==> src/rtl/regwb_arbiter_if.sv <==
// Writeback bus between the ALU/load requesters, the issue/decode stages and the
// register-file write port.
//   slave  : the arbiter side (takes requests, drives grants, write port, scoreboard)
//   master : the requester / pipeline side
// Signals:
//   alu_valid/alu_ready, alu_reg[4:0], alu_data[31:0]  ALU writeback handshake
//   mem_valid/mem_ready, mem_reg[4:0], mem_data[31:0]  load writeback handshake
//   pend_set, pend_reg[4:0]                            in-flight destination mark
//   ReadRegister1/2[4:0]                               decode source registers
//   RegWrite, WriteRegister[4:0], WriteData_reg[31:0]  register-file write port
//   pending[31:0], hazard                              scoreboard and hazard flag
interface regwb_arbiter_if;
    logic        alu_valid;
    logic        alu_ready;
    logic [4:0]  alu_reg;
    logic [31:0] alu_data;
    logic        mem_valid;
    logic        mem_ready;
    logic [4:0]  mem_reg;
    logic [31:0] mem_data;
    logic        pend_set;
    logic [4:0]  pend_reg;
    logic [4:0]  ReadRegister1;
    logic [4:0]  ReadRegister2;
    logic        RegWrite;
    logic [4:0]  WriteRegister;
    logic [31:0] WriteData_reg;
    logic [31:0] pending;
    logic        hazard;

    modport slave (
        input  alu_valid, alu_reg, alu_data,
        input  mem_valid, mem_reg, mem_data,
        input  pend_set, pend_reg, ReadRegister1, ReadRegister2,
        output alu_ready, mem_ready,
        output RegWrite, WriteRegister, WriteData_reg, pending, hazard
    );

    modport master (
        output alu_valid, alu_reg, alu_data,
        output mem_valid, mem_reg, mem_data,
        output pend_set, pend_reg, ReadRegister1, ReadRegister2,
        input  alu_ready, mem_ready,
        input  RegWrite, WriteRegister, WriteData_reg, pending, hazard
    );
endinterface

==> src/rtl/regwb_arbiter.sv <==
// Register-file writeback arbiter with scoreboard.
// Two requesters (ALU, load) share a single register-file write port. Grants are
// round-robin when both request; after STARVE_LIMIT back-to-back grants one cycle
// is forced idle so the register file gets a read slot. Accepted writes appear on
// the write port one cycle later. A 32-entry pending scoreboard tracks in-flight
// destinations and flags decode-stage hazards.
// Ports:
//   clock  rising-edge clock
//   reset  asynchronous active-high reset
//   bus    regwb_arbiter_if.slave (handshakes, write port, scoreboard, hazard)
module regwb_arbiter #(
    parameter int unsigned STARVE_LIMIT = 4
) (
    input logic           clock,
    input logic           reset,
    regwb_arbiter_if.slave bus
);

    localparam int unsigned StreakW = $clog2(STARVE_LIMIT + 1);
    localparam logic [StreakW-1:0] Limit = StreakW'(STARVE_LIMIT);

    typedef enum logic {
        GrantAlu = 1'b0,
        GrantMem = 1'b1
    } grant_e;

    grant_e              last_grant_q, last_grant_d;
    logic [StreakW-1:0]  streak_q, streak_d;
    logic                regwrite_q, regwrite_d;
    logic [4:0]          wreg_q, wreg_d;
    logic [31:0]         wdata_q, wdata_d;
    logic [31:0]         pending_q, pending_d;

    logic        allow;
    logic        alu_grant, mem_grant;
    logic        accept;
    logic [4:0]  sel_reg;
    logic [31:0] sel_data;

    // Grant decision. Readiness is forced low during reset so nothing is accepted
    // while state is being cleared.
    always_comb begin
        allow     = !reset && (streak_q < Limit);
        alu_grant = 1'b0;
        mem_grant = 1'b0;
        if (allow) begin
            if (bus.alu_valid && bus.mem_valid) begin
                // Both waiting: give it to whoever was not served last.
                mem_grant = (last_grant_q == GrantAlu);
                alu_grant = (last_grant_q == GrantMem);
            end else begin
                alu_grant = bus.alu_valid;
                mem_grant = bus.mem_valid;
            end
        end
        accept   = alu_grant || mem_grant;
        sel_reg  = mem_grant ? bus.mem_reg  : bus.alu_reg;
        sel_data = mem_grant ? bus.mem_data : bus.alu_data;
    end

    always_comb begin
        last_grant_d = last_grant_q;
        streak_d     = '0;
        regwrite_d   = 1'b0;
        wreg_d       = wreg_q;
        wdata_d      = wdata_q;
        pending_d    = pending_q;

        if (accept) begin
            last_grant_d = mem_grant ? GrantMem : GrantAlu;
            streak_d     = streak_q + StreakW'(1);
            // r0 writes still consume a slot but never strobe the register file.
            regwrite_d   = (sel_reg != 5'd0);
            wreg_d       = sel_reg;
            wdata_d      = sel_data;
            pending_d[sel_reg] = 1'b0;
        end
        // Applied after the clear: a new producer for the same register wins.
        if (bus.pend_set) begin
            pending_d[bus.pend_reg] = 1'b1;
        end
        pending_d[0] = 1'b0;
    end

    always_ff @(posedge clock or posedge reset) begin
        if (reset) begin
            last_grant_q <= GrantAlu;
            streak_q     <= '0;
            regwrite_q   <= 1'b0;
            wreg_q       <= 5'd0;
            wdata_q      <= 32'd0;
            pending_q    <= 32'd0;
        end else begin
            last_grant_q <= last_grant_d;
            streak_q     <= streak_d;
            regwrite_q   <= regwrite_d;
            wreg_q       <= wreg_d;
            wdata_q      <= wdata_d;
            pending_q    <= pending_d;
        end
    end

    assign bus.alu_ready     = alu_grant;
    assign bus.mem_ready     = mem_grant;
    assign bus.RegWrite      = regwrite_q;
    assign bus.WriteRegister = wreg_q;
    assign bus.WriteData_reg = wdata_q;
    assign bus.pending       = pending_q;
    assign bus.hazard        = pending_q[bus.ReadRegister1] | pending_q[bus.ReadRegister2];

endmodule

==> src/flat_wrapper.sv <==
// flat-port wrapper written by rule: the top's interface ports become plain ports
module regwb_arbiter_flat 
#(
    parameter int unsigned STARVE_LIMIT = 4
)
  (clock, reset, bus_alu_valid, bus_alu_reg, bus_alu_data, bus_mem_valid, bus_mem_reg, bus_mem_data, bus_pend_set, bus_pend_reg, bus_ReadRegister1, bus_ReadRegister2, bus_alu_ready, bus_mem_ready, bus_RegWrite, bus_WriteRegister, bus_WriteData_reg, bus_pending, bus_hazard);
  regwb_arbiter_if bus_i ();
  input logic clock;
  input logic reset;
  input wire logic [$bits(bus_i.alu_valid)-1:0] bus_alu_valid;
  input wire logic [$bits(bus_i.alu_reg)-1:0] bus_alu_reg;
  input wire logic [$bits(bus_i.alu_data)-1:0] bus_alu_data;
  input wire logic [$bits(bus_i.mem_valid)-1:0] bus_mem_valid;
  input wire logic [$bits(bus_i.mem_reg)-1:0] bus_mem_reg;
  input wire logic [$bits(bus_i.mem_data)-1:0] bus_mem_data;
  input wire logic [$bits(bus_i.pend_set)-1:0] bus_pend_set;
  input wire logic [$bits(bus_i.pend_reg)-1:0] bus_pend_reg;
  input wire logic [$bits(bus_i.ReadRegister1)-1:0] bus_ReadRegister1;
  input wire logic [$bits(bus_i.ReadRegister2)-1:0] bus_ReadRegister2;
  output wire logic [$bits(bus_i.alu_ready)-1:0] bus_alu_ready;
  output wire logic [$bits(bus_i.mem_ready)-1:0] bus_mem_ready;
  output wire logic [$bits(bus_i.RegWrite)-1:0] bus_RegWrite;
  output wire logic [$bits(bus_i.WriteRegister)-1:0] bus_WriteRegister;
  output wire logic [$bits(bus_i.WriteData_reg)-1:0] bus_WriteData_reg;
  output wire logic [$bits(bus_i.pending)-1:0] bus_pending;
  output wire logic [$bits(bus_i.hazard)-1:0] bus_hazard;
  assign bus_i.alu_valid = bus_alu_valid;
  assign bus_i.alu_reg = bus_alu_reg;
  assign bus_i.alu_data = bus_alu_data;
  assign bus_i.mem_valid = bus_mem_valid;
  assign bus_i.mem_reg = bus_mem_reg;
  assign bus_i.mem_data = bus_mem_data;
  assign bus_i.pend_set = bus_pend_set;
  assign bus_i.pend_reg = bus_pend_reg;
  assign bus_i.ReadRegister1 = bus_ReadRegister1;
  assign bus_i.ReadRegister2 = bus_ReadRegister2;
  assign bus_alu_ready = bus_i.alu_ready;
  assign bus_mem_ready = bus_i.mem_ready;
  assign bus_RegWrite = bus_i.RegWrite;
  assign bus_WriteRegister = bus_i.WriteRegister;
  assign bus_WriteData_reg = bus_i.WriteData_reg;
  assign bus_pending = bus_i.pending;
  assign bus_hazard = bus_i.hazard;
  regwb_arbiter #(.STARVE_LIMIT(STARVE_LIMIT)) u_core (.clock(clock), .reset(reset), .bus(bus_i));
endmodule
==> config.mk <==
export PLATFORM = sky130hd
export DESIGN_NAME = regwb_arbiter_flat
export DESIGN_NICKNAME = d
export VERILOG_FILES = /design/src/rtl/regwb_arbiter_if.sv /design/src/rtl/regwb_arbiter.sv /design/src/flat_wrapper.sv
export SDC_FILE = /design/constraint.sdc
export NUM_CORES = 1
export LEC_CHECK = 0
export CAP_MARGIN = 10
export CORE_ASPECT_RATIO = 0.8
export CORE_MARGIN = 5
export CORE_UTILIZATION = 46
export CTS_CLUSTER_SIZE = 16
export DETAILED_ROUTE_END_ITERATION = 8
export GPL_TIMING_DRIVEN = 0
export HOLD_SLACK_MARGIN = 0.15
export PLACE_DENSITY_LB_ADDON = 0.05
export SLEW_MARGIN = 20
export SYNTH_ARGS = -nofsm -noshare
export SYNTH_HDL_FRONTEND = slang
export SYNTH_SLANG_ARGS = --single-unit
==> constraint.sdc <==
create_clock -name clock -period 7 [get_ports clock]
set_clock_uncertainty 0.1 [all_clocks]
set_input_delay 1.75 -clock clock [delete_from_list [all_inputs] [get_ports clock]]
set_output_delay 1.75 -clock clock [all_outputs]
set_load 0.01 [all_outputs]
### Yosys cells after proc, flatten, opt, wreduce, memory -nomap -nowiden

Index checks and enable logic that the tools add are counted.

* input bits: 94
* memories kept: 0
* flip-flop bits (word level): 73
* bits in writable memories: 0
* memory bits (read-only): 0
* bits in latches: 0
* output and inout bits: 73

* reduce and logical (&&, ||, !) cells: 7
* div/mod/pow operators: 0
* multiply operators: 0
* multiplexer cells: 19
* bitwise gates (word level): 5
* add/sub/neg operators: 1
* shift-type cells: 0
* magnitude comparators: 7
* equality and inequality tests: 0

Operators with widths (number)
* 2-to-1 mux 32 bit: 3
* AND 32 bit: 1
* NOT 32 bit: 1
* OR 32 bit: 1
* less-than comparator 5 x 6 -> 1 bit (second input constant): 4
* binary-select mux 1 bit (select 5 bit): 2
* demux 1 bit (select 5 bit): 2
* >= comparator 5 x 1 -> 1 bit (second input constant): 2
* 2-to-1 mux 1 bit: 10
* 2-to-1 mux 5 bit: 1
* nonzero test 5 bit: 1
* logical AND 1 bit: 4
* adder 3 x 1 -> 3 bit (second input constant): 1
* less-than comparator 3 bit (second input constant): 1
* 2-to-1 mux 3 bit: 1
* zero test 1 bit: 1
* logical OR 1 bit: 1
* NOT 1 bit: 1
* OR 1 bit: 1

### Longest topological paths before layout

* depth in word-level cells: 13
* gate-level depth with buffers: 7

### Worst setup path before layout

OpenSTA, ideal clock, no wires.

* path type: input port to output port
* start: in bus_ReadRegister2[2]
* end: out bus_hazard
* path slack: 1931 ps
* stages on the path: 5
* arrival: 3219 ps
* cells stage by stage: clkbuf_1 -> mux4_2 -> mux2_2 -> a311oi_1 -> nand3_1

* cells in the longest elaborated chain, start to end: 3

Ends and longest elaborated chain
* start: declaration: line flat_wrapper.sv:19 `input wire logic [$bits(bus_i.ReadRegister2)-1:0] bus_ReadRegister2;`
* binary-select mux 1 bit (select 5 bit): line regwb_arbiter.sv:109 `assign bus.hazard = pending_q[bus.ReadRegister1] | pending_q[bus.ReadRegister2];`
* 2-to-1 mux 1 bit (not written as such): line regwb_arbiter.sv:109
* OR 1 bit: line regwb_arbiter.sv:109
* end: declaration: line flat_wrapper.sv:26 `output wire logic [$bits(bus_i.hazard)-1:0] bus_hazard;`

Every way passes these cells. The select of a mux whose other input is x is not followed.

### Final worst setup path

* start: in reset
* end: out bus_mem_ready

* cells in the longest elaborated chain, start to end: 3

Ends and longest elaborated chain
* start: declaration: line flat_wrapper.sv:9 `input logic reset;`
* zero test 1 bit (no source line)
* logical AND 1 bit: line regwb_arbiter.sv:43 `allow = !reset && (streak_q < Limit);`
* 2-to-1 mux 1 bit: line regwb_arbiter.sv:46 `if (allow) begin`
* end: declaration: line flat_wrapper.sv:21 `output wire logic [$bits(bus_i.mem_ready)-1:0] bus_mem_ready;`

Every way passes these cells.

==> insert_results.sql <==
INSERT INTO impl_metrics (metric_group, metric, value, unit) VALUES
('yosys', 'number_of_instances_in_the_synthesized_netlist', '403', ''),
('sta', 'post-route-worst-setup-slack', '0.9815', 'ns'),
('yosys', 'ys_warn_count', '0', ''),
('clocking', 'clk_root_buffer_cell', 'sky130_fd_sc_hd__clkbuf_8', ''),
('sta', 'timing.final.crit_share', '85.98', '%'),
('power_and_ir_drop', 'power_leakage', '2.321', 'nW'),
('sta', 'worst_pin_slew', '0.8489', 'ns'),
('worst_setup_path', 'crit_path_end_kind', 'output port', ''),
('worst_setup_path', 'crit-reg2reg-launch', 'u_core.streak_q[2]', ''),
('clocking', 'hold_bufs_at_cts', '0', ''),
('yosys', 'syn-mean-instance-area', '9.615', 'µm²'),
('worst_hold_path', 'worstHoldEndpoint', 'u_core.streak_q[0]', ''),
('placement', 'port_buffers', '161', ''),
('grt', 'antenna_found_initial', '0', ''),
('yosys', 'distinct_cells_synth', '45', ''),
('worst_hold_path', 'min_path_type', 'reg -> reg', ''),
('sta', 'final.min_clock_period', '6.018', 'ns'),
('grt', 'grt_first_pass_wirelength', '20.81', 'mm'),
('die', 'dieHeight', '92.09', 'µm'),
('final_layout', 'insertedDiodeCount', '0', ''),
('power_and_ir_drop', 'power_density', '250.4', 'nW/µm²'),
('final_layout', 'flow.area_growth_from_synthesis', '51.44', '%'),
('clocking', 'clk_pin_slew_worst_paths', '0.07', 'ns'),
('clocking', 'tritoncts', 'built', ''),
('die', 'std_cell_rows', '30', ''),
('final_layout', 'largest_register_ff_count', '32', ''),
('worst_setup_path', 'reg2reg_depth', '6', ''),
('die', 'initial_core_util', '46.50', '%'),
('placement', 'gpl.final_weighted_congestion', '0.8652', ''),
('placement', 'place.detailed.hpwl', '9.897', 'mm'),
('worst_hold_path', 'worstHoldStart', 'u_core.streak_q[0]', ''),
('die', 'chipWidth', '112.6', 'µm'),
('sta', 'timing.hold.ws', '0.3487', 'ns'),
('status', 'status', 'completed', ''),
('clocking', 'number_of_resized_instances_in_the_post_cts_repair_step', '0', ''),
('yosys', 'seq_area_frac_synth', '47.14', '%'),
('routing', 'drt_pre_antenna_iters', '5', ''),
('yosys', 'synthTopCellsByCount', 'sky130_fd_sc_hd__nand2_1, sky130_fd_sc_hd__dfrtp_1, sky130_fd_sc_hd__a31oi_1, sky130_fd_sc_hd__nor2_1, sky130_fd_sc_hd__o31ai_1', ''),
('placement', 'place_worst_setup_slack', '1.009', 'ns'),
('sta', 'timing_max_transition_violations_final', '0', ''),
('grt', 'globalRoute.totalOverflow', '0', ''),
('routing', 'routedWlPerCell', '18.72', 'µm'),
('worst_setup_path', 'regToRegEndpoint', 'u_core.bus.WriteData_reg[14]', ''),
('yosys', 'postSynthRegisterBits', '73', ''),
('routing', 'post_route_drc_violation_count', '0', ''),
('sta', 'setup_viol', '0', ''),
('final_layout', 'finalNetCount', '671', ''),
('yosys', 'most_frequently_used_cell_type_in_the_post_synthesis_netlist', 'sky130_fd_sc_hd__nand2_1', ''),
('sta', 'hold_viol_final', '0', ''),
('yosys', 'async_flop_share', '100.0', '%'),
('yosys', 'postSynth.topFlopCell', 'sky130_fd_sc_hd__dfrtp_1', ''),
('worst_setup_path', 'startpoint_type', 'input pin', ''),
('routing', 'drtIter0Drc', '283', ''),
('die', 'die_area', '10370', 'µm²'),
('final_layout', 'proportion_of_layout_cells_with_a_drive_suffix_above_1', '8.950', '%'),
('routing', 'wirelength', '12.97', 'mm'),
('clocking', 'htree_levels', '3', ''),
('routing', 'avgViaCountPerCell', '5.784', ''),
('die', 'floorplan.core_area', '8333', 'µm²'),
('routing', 'vias', '4008', ''),
('yosys', 'netlist.top_cell.by_area', 'sky130_fd_sc_hd__dfrtp_1', ''),
('sta', 'timing.slew.headroom', '43.14', '%'),
('grt', 'grt_start_max_net_pins', '39', ''),
('final_layout', 'filler_cell_count', '665', ''),
('clocking', 'cts_buffers', '9', ''),
('worst_setup_path', 'ff2ff_setup_slack', '4.71', 'ns'),
('die', 'top_level_i_o_count', '167', ''),
('grt', 'grt_use_total', '24.86', '%'),
('yosys', 'synthesis.nets', '498', ''),
('sta', 'timing.fmax', '166.2', 'MHz'),
('worst_hold_path', 'hold_depth', '1', '');
[worst max-delay path by stage]
stage                     cells past startpoint            end  slack [ns]
after detailed placement                      7  bus_mem_ready        1.01
after global routing                          7  bus_mem_ready        0.86
after CTS                                     7  bus_mem_ready        0.99
after global placement                        7  bus_mem_ready        1.07
final                                         7  bus_mem_ready        0.98
after floorplan                               5     bus_hazard        1.93
[metal layers]
metal	global-route usage, %	vias to the layer above	share of wire [%]
met2	40.48	182	48
met1	32.77	1964	42
li1	-	1850	-
met3	7.850	12	9.3
met4	5.105	0	0.85
met5	0	-	0
[area by class of cell]
class	instances	area, µm²	share of cell area [%]
multi-input cells	299	1912	32.58
inverters	9	36.28	0.6183
clock buffers	9	123.9	2.111
plain buffers	22	102.6	1.748
well taps	112	140.1	2.388
clock inverters	7	95.09	1.620
repair buffers	162	1632	27.80
flip-flops and latches	73	1827	31.13
[report_power, final]
part           total [W]  leakage (nW)  switching, W  internal (W)
registers       0.000590         0.853     0.0000843      0.000506
clock network   0.000363         0.109      0.000163      0.000201
logic           0.000517          1.36      0.000220      0.000297
total            0.00147          2.32      0.000467       0.00100
[critical path: stages]
cell                              delay, ns
sky130_fd_sc_hd__clkdlybuf4s50_1       0.53
sky130_fd_sc_hd__nor3b_4               0.47
sky130_fd_sc_hd__nand2_4               0.18
sky130_fd_sc_hd__clkinv_1              0.15
sky130_fd_sc_hd__buf_2                 0.25
sky130_fd_sc_hd__buf_2                 0.26
sky130_fd_sc_hd__clkdlybuf4s50_1       0.57
[layout by cell type, fill, tap and decap left out, drive strengths merged, types with 2 or more instances in the layout]
cell           netlist  layout
clkdlybuf4s50        0     161
nand2               75      75
dfrtp               73      73
nor2                38      38
a31oi               38      38
o21ai               38      38
o31ai               31      31
clkbuf              13      22
mux4                14      14
a21oi               11      11
buf                  9      10
inv                  8       8
nand3b               7       7
clkinv               1       5
nand3                4       4
nand2b               4       4
or3b                 4       4
mux2                 4       4
mux2i                4       4
and2                 3       3
a222oi               3       3
nor3b                3       3
nor4b                2       2
a211oi               2       2
bufinv               0       2
[kinds of logic (layout without fill, tap and decap cells)]
| family | Yosys count | count (layout) | share of synthesized area [%] |
|---|---|---|---|
| flip-flops | 73 | 73 | 47.14 |
| AO/OA/AOI/OAI | 129 | 129 | 21.02 |
| adder cells (fa/ha/maj) | 1 | 1 | 0.3228 |
| buffers and inverters | 31 | 209 | 3.520 |
| multiplexers | 22 | 22 | 10.53 |
| other | 1 | 1 | 0.09678 |
| AND/OR/NAND/NOR | 146 | 146 | 17.37 |
[metrics by stage]
stage	util, %	total power [W]	cell area [µm²]	std cells
after floorplan	-	0.0008030	3875	403
after global placement	67.52	0.001094	5627	676
after detailed placement	67.79	0.001113	5649	677
after CTS	70.42	0.001474	5868	693
after global routing	70.42	0.001543	5868	693
final	70.42	0.001470	5868	693
Note: power is estimated with default switching activity, not from simulation.
==> edit 1: new RTL, config.mk and constraints unchanged <==
`STARVE_LIMIT` is set to 4 in 2 places; all go to 8.
--- a/src/rtl/regwb_arbiter.sv
+++ b/src/rtl/regwb_arbiter.sv
@@ -11,3 +11,3 @@
 module regwb_arbiter #(
-    parameter int unsigned STARVE_LIMIT = 4
+    parameter int unsigned STARVE_LIMIT = 8
 ) (
--- a/src/flat_wrapper.sv
+++ b/src/flat_wrapper.sv
@@ -3,3 +3,3 @@
 #(
-    parameter int unsigned STARVE_LIMIT = 4
+    parameter int unsigned STARVE_LIMIT = 8
 )
Function: changed (Yosys sat finds a counterexample within 10 cycles, from zero or initial values and one cycle with reset high).
==> edit 1 against the unedited design <==
  * Maximum frequency hardly changed
  * Final area is 0.72% higher
  * Synthesized area is 1.5% higher
  * Sequential cell count is 1 higher
  * Power is 1.7% lower
  * Sequential power is 0.8% higher
  * First-iteration DRC count is 9.9% higher
  * Critical endpoint unchanged
  * Synthesized cell count is 2.7% higher
  * Worst setup slack worse by 0.00065 ns
  * Non-clock buffer count stayed put
  * Critical path depth stayed put
  * Routed wire length is 2.4% higher
==> edit 1: results <==
{
  "place_ws_ns": 0.991,
  "crit_family": "buffers and inverters",
  "grt_pass1_vias": 4027,
  "clk_latency_ns": 0.35,
  "synth_warnings": 0,
  "place_hpwl_um": 10200,
  "htree_num_levels": 3,
  "gp_congestion": 0.852,
  "vdd_ir_drop_max_mv": 0.138,
  "outcome": "finished clean",
  "reg2reg_to": "u_core.bus.pending[16]",
  "synth_xor_area_share_pct": 0.223,
  "grt_pass1_wl_um": 21200,
  "synthMuxAreaShare_pct": 10.0,
  "synth_compound_area_share_pct": 20.7,
  "final_nets": 682,
  "p_leak_nw": 2.31,
  "synth-adder-area-share_pct": 0.318,
  "grt_usage_pct": 25.5,
  "ys_seq_area_share_pct": 47.1,
  "yosys-top-cells-area": "dfrtp_1 (47%), mux4_2 (8.0%), nand2_1 (7.5%)",
  "cp.arrival_ns": 4.17,
  "drt_first_pass_iters": 5,
  "synth_top_cells_by_count": "nand2_1 (79), dfrtp_1 (74), nor2_1 (43), a31oi_1 (42), o21ai_0 (34)",
  "yosysUniqueCellTypes": 47,
  "grt_util_met3_pct": 7.90,
  "ff2ff_path_depth": 7,
  "use_met1_pct": 34.5,
  "relSlewSlack_pct": 41.3,
  "syn_inst": 414,
  "r2r_slack_ns": 4.47,
  "clockBufferDepth": 2,
  "hp-class": "register to register",
  "wirelength_um": 13300,
  "final.fill_count": 675,
  "fin_cells": 704,
  "r2r_start": "u_core.streak_q[3]",
  "drive_gt1_share_pct": 9.12,
  "initialDrtViolationCount": 311,
  "met2_usage_pct": 39.9,
  "grt_max_degree": 42,
  "num_vias": 4055,
  "synth_nets": 509,
  "switchingPower_w": 0.000466,
  "dp.cells": 688
}
[edit 1: worst reg2reg max path, delay by kind of cell (launching register included)]
family          cells  cell delay (ns)
flops               1             0.43
buf+inv             2             0.36
compound gates      2             0.44
mux                 1             0.42
simple gates        2             0.63
[edit 1: kinds of logic after synthesis]
family / after synthesis
buf+inv: 29
other cells: 1
mux: 21
simple gates: 156
xor+xnor: 1
fa+ha+maj: 1
compound gates: 131
flops: 74
[edit 1: area by class of cell]
class,count,share of cell area [%]
Multi-Input combinational cell,311,33.0
Sequential cell,74,31.3
Timing Repair Buffer,162,27.6
Tap cell,112,2.37
Clock buffer,10,2.33
Buffer,22,1.78
Clock inverter,6,1.12
Inverter,7,0.508
[edit 1: how the worst max path moves through the flow]
stage / endpoint / slack (ns) / from
floorplan: bus_hazard / 1.91 / bus_ReadRegister2[2]
global route: bus_mem_ready / 0.86 / bus_mem_valid
detailed placement: bus_mem_ready / 0.99 / reset
finish: bus_mem_ready / 0.98 / reset
global placement: bus_mem_ready / 1.06 / bus_mem_valid
CTS: bus_mem_ready / 0.97 / reset
[edit 1: power by group through the flow]
stage               Clock, W  Sequential (W)  Combinational [W]
global route        0.000364        0.000606           0.000552
detailed placement         0        0.000601           0.000510
global placement           0        0.000598           0.000497
CTS                 0.000342        0.000593           0.000513
floorplan                  0        0.000614           0.000191
finish              0.000339        0.000595           0.000511
[edit 1: stage by stage]
step	instance area [µm²]	hold slack (ns)
after floorplan	3930	0.333
after global placement	5680	0.354
after detailed placement	5710	0.376
after CTS	5910	0.388
after global routing	5910	0.424
final	5910	0.384
[edit 1: routing by layer]
layer / wire (µm) / vias up
li1: - / 1874
met4: 182 / 0
met3: 1270 / 17
met2: 6350 / 202
met1: 5490 / 1962
met5: 0 / -
==> edit 2: new RTL, same settings <==
Made on the original files. Reset style: synchronous (`reset`), changed in one clocked block. Comments in the files are not updated.
--- a/src/rtl/regwb_arbiter.sv
+++ b/src/rtl/regwb_arbiter.sv
@@ -84,3 +84,3 @@
 
-    always_ff @(posedge clock or posedge reset) begin
+    always_ff @(posedge clock) begin
         if (reset) begin
Check against the original RTL: differs if reset is asserted again (counterexample within 4 cycles, from zero or initial values and one cycle with reset high); with reset held inactive, the same outputs for 4 cycles.
==> edit 2 against the unedited design <==
  * Final area shrank 1.0%
  * Sequential cell count is the same
  * Synthesized area shrank 0.68%
  * First-iteration DRC count grew 27%
  * Sequential share of layout area shrank 6.0 points
  * Critical path depth is the same
  * Routed wire length grew 7.9%
  * Worst setup slack gained 0.070 ns
  * Critical path type unchanged
  * Largest cell class unchanged
  * Highest routed layer unchanged
Power is not compared: it rests on default switching activity, and its combinational part moved more than twofold at a synthesized area within 25%.
==> edit 2: results <==
{
  "r2r_slack_ns": 4.69,
  "postSynth.asyncResetShare_pct": 0,
  "synth_compound_area_share_pct": 21.6,
  "synth_top_cells_by_count": "nand2_1 (85), dfxtp_1 (73), nor2_1 (60), a311oi_1 (35), clkbuf_1 (23)",
  "yosys-top-cells-area": "dfxtp_1 (38%), nand2_1 (8.3%), a311oi_1 (8.0%)",
  "wl_met2_um": 6100,
  "place_hpwl_um": 10900,
  "outcome": "finished clean",
  "initialDrtViolationCount": 359,
  "synth-adder-area-share_pct": 0.325,
  "avgSynthCellArea_um2": 8.57,
  "reg2reg_to": "u_core.bus.pending[16]",
  "grt_max_degree": 13,
  "path_max_fanout": 10,
  "placed_area_um2": 5570,
  "port_buffers": 158,
  "place_ws_ns": 1.07,
  "final_nets": 713,
  "cp-startpoint": "bus_alu_valid",
  "post_cts_buffers": 0,
  "grt_pass1_wl_um": 22200,
  "post-route-min-period_ns": 5.95,
  "yosysUniqueCellTypes": 47,
  "relSlewSlack_pct": 36.0,
  "grt_usage_pct": 26.8,
  "r2r_start": "u_core.last_grant_q",
  "ys_seq_area_share_pct": 38.0,
  "met2_usage_pct": 39.7,
  "dp.cells": 715,
  "synth_warnings": 0,
  "grt_util_met3_pct": 9.34,
  "synth_nets": 544,
  "seq_power_share_pct": 41.4,
  "cts_inserted_buffers": 9,
  "hp-class": "register to register",
  "worstHoldStart": "u_core.streak_q[0]",
  "n_antenna_cell": 0,
  "fin_cells": 731,
  "ff2ff_path_depth": 5,
  "drt-vias-per-instance": 5.79,
  "use_met1_pct": 37.9,
  "grt_pass1_vias": 4067,
  "synthMuxAreaShare_pct": 12.3,
  "synth_ff_type": "dfxtp_1",
  "drt-met1-wl_um": 6300,
  "gp_congestion": 0.920,
  "final.fill_count": 662,
  "wl_met3_um": 1400,
  "ctsResizeCount": 0,
  "worstHoldEndpoint": "u_core.streak_q[0]",
  "drive_gt1_share_pct": 9.79,
  "cp.arrival_ns": 4.10,
  "whs_ns": 0.333,
  "wl_per_cell_um": 19.1,
  "routed.top_layer": "met4"
}
[edit 2: cell count changes in the layout (fill, tap and decap cells not counted), moves of 6 or more]
cell / before / now
a32o_1: 0 / 14
o21ai_1: 9 / 3
dfxtp_1: 0 / 73
a311oi_1: 1 / 35
nor2_1: 38 / 60
nand2_1: 74 / 85
nand3_1: 4 / 22
o21ai_0: 29 / 10
a31o_2: 0 / 11
a31oi_1: 38 / 2
dfrtp_1: 73 / 0
o31ai_1: 31 / 0
clkbuf_1: 13 / 24
[edit 2: cell type report]
cell class	instances	area (µm²)	share of cell area, %
clock inverters	5	103	1.77
well taps	108	135	2.33
repair buffers	158	1580	27.2
inverters	10	37.5	0.646
flip-flops and latches	73	1460	25.2
multi-input cells	335	2220	38.2
plain buffers	31	129	2.22
clock buffers	11	141	2.43
